`src/rtl/pc_fetch_unit.sv`:
```
// Architectural PC owner: fetches the word at CurrentPC over req/ack, issues it over
// valid/ready, then advances to NextPC. Misaligned targets and fetch timeouts fault stickily.
module pc_fetch_unit #(
  parameter logic [63:0] RESET_PC = 64'h0,
  parameter int unsigned TIMEOUT  = 16,
  parameter int unsigned CNT_W    = 32
) (
  input  logic             CLK,
  input  logic             Reset_L,
  input  logic [63:0]      NextPC,
  output logic [63:0]      CurrentPC,
  output logic             IMemReq,
  output logic [63:0]      IMemAddr,
  input  logic             IMemAck,
  input  logic [31:0]      IMemData,
  output logic [31:0]      Instr,
  output logic             InstrValid,
  input  logic             InstrReady,
  output logic             Fault,
  output logic [1:0]       FaultCause,
  output logic [CNT_W-1:0] RetiredCnt
);

  localparam int unsigned WAIT_W = (TIMEOUT < 2) ? 1 : $clog2(TIMEOUT);
  localparam logic [WAIT_W-1:0] WAIT_LAST = WAIT_W'(TIMEOUT - 1);

  typedef enum logic [1:0] {
    FETCH = 2'd0,
    ISSUE = 2'd1,
    FAULT = 2'd2
  } state_t;

  state_t            state_q, state_d;
  logic [63:0]       pc_q, pc_d;
  logic [31:0]       instr_q, instr_d;
  logic              req_q, req_d;
  logic [WAIT_W-1:0] wait_q, wait_d;
  logic [1:0]        cause_q, cause_d;
  logic [CNT_W-1:0]  cnt_q, cnt_d;

  // The request is registered so it stays low throughout reset and rises
  // only on the first clock after release; acks are honoured only while it is high.
  always_comb begin
    state_d = state_q;
    pc_d    = pc_q;
    instr_d = instr_q;
    wait_d  = wait_q;
    cause_d = cause_q;
    cnt_d   = cnt_q;
    unique case (state_q)
      FETCH: begin
        if (req_q) begin
          if (IMemAck) begin
            instr_d = IMemData;
            wait_d  = '0;
            state_d = ISSUE;
          end else if (wait_q == WAIT_LAST) begin
            wait_d  = '0;
            cause_d = 2'b10;
            state_d = FAULT;
          end else begin
            wait_d = wait_q + WAIT_W'(1);
          end
        end
      end
      ISSUE: begin
        if (InstrReady) begin
          cnt_d = cnt_q + CNT_W'(1);
          if (NextPC[1:0] == 2'b00) begin
            pc_d    = NextPC;
            state_d = FETCH;
          end else begin
            cause_d = 2'b01;
            state_d = FAULT;
          end
        end
      end
      FAULT:   state_d = FAULT;
      default: state_d = FAULT;
    endcase
    req_d = (state_d == FETCH);
  end

  always_ff @(posedge CLK or negedge Reset_L) begin
    if (!Reset_L) begin
      state_q <= FETCH;
      pc_q    <= RESET_PC;
      instr_q <= '0;
      req_q   <= 1'b0;
      wait_q  <= '0;
      cause_q <= 2'b00;
      cnt_q   <= '0;
    end else begin
      state_q <= state_d;
      pc_q    <= pc_d;
      instr_q <= instr_d;
      req_q   <= req_d;
      wait_q  <= wait_d;
      cause_q <= cause_d;
      cnt_q   <= cnt_d;
    end
  end

  assign CurrentPC  = pc_q;
  assign IMemAddr   = pc_q;
  assign IMemReq    = req_q;
  assign Instr      = instr_q;
  assign InstrValid = (state_q == ISSUE);
  assign Fault      = (state_q == FAULT);
  assign FaultCause = cause_q;
  assign RetiredCnt = cnt_q;

endmodule

```
`config.mk`:
```
export PLATFORM = sky130hd
export DESIGN_NAME = pc_fetch_unit
export DESIGN_NICKNAME = d
export VERILOG_FILES = /design/src/rtl/pc_fetch_unit.sv
export SDC_FILE = /design/constraint.sdc
export NUM_CORES = 1
export LEC_CHECK = 0
export CAP_MARGIN = 25
export CORE_MARGIN = 1.5
export CORE_UTILIZATION = 25
export CTS_CLUSTER_DIAMETER = 40
export DETAILED_ROUTE_END_ITERATION = 16
export PLACE_DENSITY = 0.58
export SKIP_CTS_REPAIR_TIMING = 1
export SLEW_MARGIN = 10
export SYNTH_ARGS = -nofsm -noshare
export SYNTH_HDL_FRONTEND = slang
export SYNTH_SLANG_ARGS = --single-unit
```
`constraint.sdc`:
```
create_clock -name CLK -period 5.7 [get_ports CLK]
set_clock_uncertainty 0.15 [all_clocks]
set_input_delay 1.14 -clock CLK [delete_from_list [all_inputs] [get_ports CLK]]
set_output_delay 1.14 -clock CLK [all_outputs]
set_load 0.03 [all_outputs]
```
==> impl_metrics.tcl, run 1 <==
set metrics [dict create \
    finalPower_mw 4.52 \
    nNetsFinal 787 \
    fin_crit_sh_pct 54.2 \
    antenna_found_initial 1 \
    rows 56 \
    status "finished clean" \
    place_worst_setup_slack_ns 2.21 \
    die-area_mm2 0.0249 \
    p_leak_nw 4.18 \
    crit_family "buffers and inverters" \
    tightest_slew_ns 0.971 \
    drv_slew 0 \
    area_delta_synth_final_pct 58.3 \
    p_switching_mw 1.68 \
    yosys_register_bits 137 \
    detail_route.wl_per_cell_um 15.5 \
    place_area_mm2 0.00882 \
    multi_input_area_mm2 0.00197 \
    yosys_warnings 0 \
    antenna_cells 0 \
    final_common_cell "clkdlybuf4s50_1" \
    cts-htree-levels 4 \
    crit_type "flip-flop to primary output" \
    grt_max_degree 94 \
    pwr-share-clk_pct 26.6 \
    cp.required_ns 4.41 \
    path_buf_inv 1 \
    cp-start-kind "flip-flop" \
    peakVddDrop_uv 209 \
    vias_per_cell 4.20 \
    finalWorstSetupSlack_ns 2.61 \
    rsz0062_at_grt "no" \
    path_cells "nor2b_1 > clkdlybuf4s50_1" \
    final_layout_size_suffix_gt1_share_pct 7.04 \
    final_hold_viol_count 0 \
    syn-mean-instance-area_um2 13.4 \
    root_buffer "clkbuf_16" \
    clkTransAtPathRegs_ns 0.06 \
    design_area_mm2 0.00947 \
    crit_fanout 6 \
    ff_latch_area_mm2 0.00343 \
    grt_pass1_wl_mm 23.9 \
    die_h_um 158 \
    vias 4268 \
    p_int_mw 2.84 \
    swShare_pct 37.1 \
    postRouteWirelength_mm 15.8 \
    core-area_mm2 0.0235 \
    netlist_instances 445 \
    grt_pass1_vias 4351 \
    n_fill_cell 2262 \
    synth_top_cell_by_area "dfrtp_1" \
    fmax_mhz 324 \
    post-route-drc-count 0 \
    cts-buffers-inserted 17 \
    mostFrequentLayoutCells "clkdlybuf4s50_1 (295), dfrtp_1 (137), mux2_1 (94), nand2_1 (22), xor2_1 (19)" \
    die-width_um 158 \
    ys.flop_type "dfrtp_1" \
    setup_viol 0 \
    synth_edf_count 0 \
    ys_seq_area_share_pct 57.3 \
    portBuffers 296 \
    cp-end-kind "primary output" \
    slowest_delay_ns 0.72 \
    cp.arrival_ns 1.80 \
    synth_area_mm2 0.00598 \
    crit_path_top_delay_cell "clkdlybuf4s50_1" \
    drt_pass1_iterations 6 \
    antenna_left 0 \
    min_period_ns 3.09 \
    grt.total_usage_pct 12.5 \
    pin_count 297 \
    hp-class "flip-flop to flip-flop" \
    grt-ovfl-total 0 \
    numClockSinks 137 \
    clockBufferDepth 2 \
    clk_latency_ns 0.41 \
    pwr-share-comb_pct 41.6 \
    power_density_mw_per_mm2 477 \
    synth_top_area_share_pct 57.3 \
    first_iter_violations 133 \
    synth.distinct_cells 37 \
    start_util_pct 25.5 \
    async_flop_share_pct 100 \
    place_hpwl_mm 12.0 \
    cts_tree "done" \
    place_congestion 0.757 \
    final.setup.tns_ns 0 \
    syn_nets 547 \
    p_seq_share_pct 31.7 \
    cap_violations 0 \
    synth_area_leaders "dfrtp_1 (57%), mux2_1 (18%), buf_4 (8.4%)" \
    timing.slew.headroom_pct 35.1 \
]
==> cells by family (layout without fill, tap and decap cells) <==
kind of cell / count (synthesis) / in the layout / share of synthesized area [%]
xor+xnor: 31 / 31 / 4.54
fa+ha+maj: 2 / 2 / 0.418
simple gates: 84 / 84 / 8.95
mux: 94 / 94 / 17.7
buf+inv: 85 / 336 / 9.85
compound gates: 12 / 12 / 1.21
flops: 137 / 137 / 57.3
==> synth_stat cells (all sizes together), types with 3 or more instances <==
cell type	n
and4	3
nand3	9
dfrtp	137
nor3	7
nor4	12
inv	6
and2	3
xor2	19
xnor2	12
nor2	8
and3	5
nand2	23
mux2	94
o21ai	7
nand4	6
buf	77
==> per-stage QoR <==
stage | hold slack (ns) | instances | utilization (%)
after floorplan | 0.291 | 445 | -
after global placement | 0.308 | 984 | 37.5
after detailed placement | 0.314 | 985 | 37.6
after CTS | 0.325 | 1015 | 40.3
after global routing | 0.351 | 1015 | 40.3
final | 0.323 | 1015 | 40.3
==> path summary, 6_finish.rpt <==
| kind | depth (start not counted) | from | slack, ns | end |
|---|---|---|---|---|
| worst max-delay path | 2 | state_q[0]$_DFF_PN0_ | 2.61 | InstrValid |
| worst min-delay path | 1 | wait_q[3]$_DFFE_PN0P_ | 0.32 | wait_q[3]$_DFFE_PN0P_ |
| worst max register to register | 3 | state_q[0]$_DFF_PN0_ | 3.24 | Instr[24]$_DFFE_PN0P_ |
| worst min register to register | 1 | wait_q[3]$_DFFE_PN0P_ | 0.32 | wait_q[3]$_DFFE_PN0P_ |
| max in group asynchronous | 2 | Reset_L | 3.58 | Instr[19]$_DFFE_PN0P_ |
| min in group asynchronous | 1 | Reset_L | 0.65 | CurrentPC[58]$_DFFE_PN0P_ |
==> per-layer routing <==
metal	routed length (um)	vias up	GRT usage [%]
met5	0	-	0
met4	164	0	3.77
met3	1400	11	4.74
met2	8190	179	22.3
met1	6000	2120	13.7
li1	-	1958	-
==> sequential cells by signal (all words and copies together) (netlist names) <==
signal      cells
FaultCause      2
state_q         2
wait_q          4
RetiredCnt     32
Instr          32
CurrentPC      64
IMemReq         1
==> power groups by stage <==
stage          registers (mW)  logic (mW)  clock network (mW)
6_report                 1.43        1.88                1.20
5_1_grt                  1.47        1.97                1.29
4_1_cts                  1.44        1.91                1.25
3_5_place_dp             1.45        1.90                   0
3_3_place_gp             1.43        1.89                   0
2_1_floorplan            1.91       0.646                   0
==> final cells by class <==
type	instances	area share [%]
flip-flops and latches	137	36.2
repair buffers	299	31.7
multi-input cells	223	20.8
clock buffers	17	4.49
well taps	319	4.22
clock inverters	13	2.31
inverters	7	0.278
Note: power is estimated with default switching activity, not from simulation.
==> run 2: changes to the inputs <==
PLACE_DENSITY = 0.6   (was 0.58)
clock period = 2.81 ns   (was 5.7 ns; I/O delays follow)
==> impl_metrics.tcl, run 2 (same netlist as run 1, synthesis figures left out) <==
set metrics [dict create \
    status "finished clean" \
    antenna_cells 0 \
    final_hold_viol_count 0 \
    design_area_mm2 0.00947 \
    place_congestion 0.721 \
    p_leak_nw 4.18 \
    portBuffers 296 \
    place_area_mm2 0.00889 \
    power_density_mw_per_mm2 938 \
    cp-end-kind "primary output" \
    final.setup.tns_ns 0 \
    path_buf_inv 1 \
    vias_per_cell 4.12 \
    grt-ovfl-total 0 \
    path_cells "nor2b_1 > clkdlybuf4s50_1" \
    mostFrequentLayoutCells "clkdlybuf4s50_1 (295), dfrtp_1 (137), mux2_1 (94), nand2_1 (22), xor2_1 (19)" \
    drv_slew 0 \
    cp.required_ns 2.10 \
    hp-class "flip-flop to flip-flop" \
    n_fill_cell 2258 \
    final_layout_size_suffix_gt1_share_pct 7.54 \
    detail_route.wl_per_cell_um 14.8 \
    tightest_slew_ns 0.495 \
    antenna_found_initial 0 \
    clk_latency_ns 0.41 \
    postRouteWirelength_mm 15.1 \
    grt_pass1_wl_mm 23.6 \
    worstHoldPathCells 1 \
    area_delta_synth_final_pct 58.4 \
    rsz0062_at_grt "no" \
    cts_tree "done" \
    crit_path_top_delay_cell "clkdlybuf4s50_1" \
    final_common_cell "clkdlybuf4s50_1" \
    cp.arrival_ns 1.80 \
    clockBufferDepth 2 \
    r2r_cells 4 \
    die_h_um 158 \
    crit_type "flip-flop to primary output" \
    vias 4213 \
    start_util_pct 25.5 \
    cp-start-kind "flip-flop" \
    crit_family "buffers and inverters" \
    fin_crit_sh_pct 89.3 \
    pin_count 297 \
    root_buffer "clkbuf_16" \
    fmax_mhz 399 \
    rows 56 \
    min_period_ns 2.51 \
    crit_fanout 6 \
    peakVddDrop_uv 400 \
    clkTransAtPathRegs_ns 0.06 \
    timing.slew.headroom_pct 67.0 \
    cts-buffers-inserted 17 \
    grt_pass1_vias 4229 \
    slowest_delay_ns 0.72 \
    hold_slack_ns 0.328 \
    place_hpwl_mm 11.1 \
    core-area_mm2 0.0235 \
    die-width_um 158 \
    largest_register_ffs 64 \
    numClockSinks 137 \
    grt_max_degree 65 \
    nNetsFinal 792 \
    setup_viol 0 \
    die-area_mm2 0.0249 \
    cap_violations 0 \
    cp.depth 2 \
    first_iter_violations 127 \
    grt.total_usage_pct 12.4 \
    cts-htree-levels 4 \
    post-route-drc-count 0 \
    drt_pass1_iterations 6 \
    finalPower_mw 8.88 \
    antenna_left 0 \
]
-- run 2: changes by cell type in the layout (fill, tap and decap cells not counted) --
cell           previous run  this run
buf_12                    1         4
bufinv_16                 5         2
clkbuf_1                  0         2
clkinv_2                  0         2
clkinvlp_4                1         3
buf_4                     2         3
clkinv_4                  4         3
dlygate4sd3_1             0         1
nor2_2                    0         1
nor2_4                    1         0
-- run 2: power breakdown --
group | internal, mW | total (mW) | switching, mW | leakage [nW]
Sequential | 2.51 | 2.88 | 0.373 | 1.79
Combinational | 1.68 | 3.81 | 2.13 | 2.12
Clock | 1.32 | 2.19 | 0.877 | 0.274
Total | 5.51 | 8.88 | 3.38 | 4.18
-- run 2: area by class of cell --
class	instances	area [um^2]	area share (%)
Inverter	7	26.3	0.277
Clock buffer	19	433	4.57
Tap cell	319	399	4.21
Sequential cell	137	3430	36.2
Timing Repair Buffer	304	3080	32.5
Clock inverter	13	145	1.53
Multi-Input combinational cell	223	1970	20.7
-- run 2: metrics by stage --
| step | setup slack, ns | instances | utilization [%] |
|---|---|---|---|
| 6_report | 0.301 | 1022 | 40.4 |
| 5_1_grt | 0.190 | 1022 | 40.4 |
| 4_1_cts | 0.278 | 1021 | 40.3 |
| 3_5_place_dp | 0.264 | 989 | 37.9 |
| 3_3_place_gp | 0.262 | 989 | 37.9 |
| 2_1_floorplan | 0.751 | 445 | - |
-- run 2: worst paths after layout --
path | start | endpoint | slack [ns]
hold / removal | wait_q[3]$_DFFE_PN0P_ | wait_q[3]$_DFFE_PN0P_ | 0.33
setup reg to reg | state_q[0]$_DFF_PN0_ | Instr[24]$_DFFE_PN0P_ | 0.80
setup / recovery | state_q[0]$_DFF_PN0_ | InstrValid | 0.30
max in group asynchronous | Reset_L | CurrentPC[6]$_DFFE_PN0P_ | 1.39
hold reg to reg | wait_q[3]$_DFFE_PN0P_ | wait_q[3]$_DFFE_PN0P_ | 0.33
min in group asynchronous | Reset_L | RetiredCnt[17]$_DFFE_PN0P_ | 0.46
-- run 2: worst register-to-register path: cells and delay by family, from the launching register on --
kind / cells / cell delay [ns]
buffers and inverters: 1 / 0.22
flip-flops: 1 / 0.42
multiplexers: 1 / 0.37
AND/OR/NAND/NOR: 2 / 0.73
-- run 2: routing by layer --
metal | GRT usage [%] | wire length [um] | vias up
met2 | 20.3 | 7340 | 179
met1 | 15.2 | 6350 | 2054
met3 | 4.43 | 1290 | 10
met5 | 0 | 0 | -
li1 | - | - | 1970
met4 | 3.82 | 154 | 0
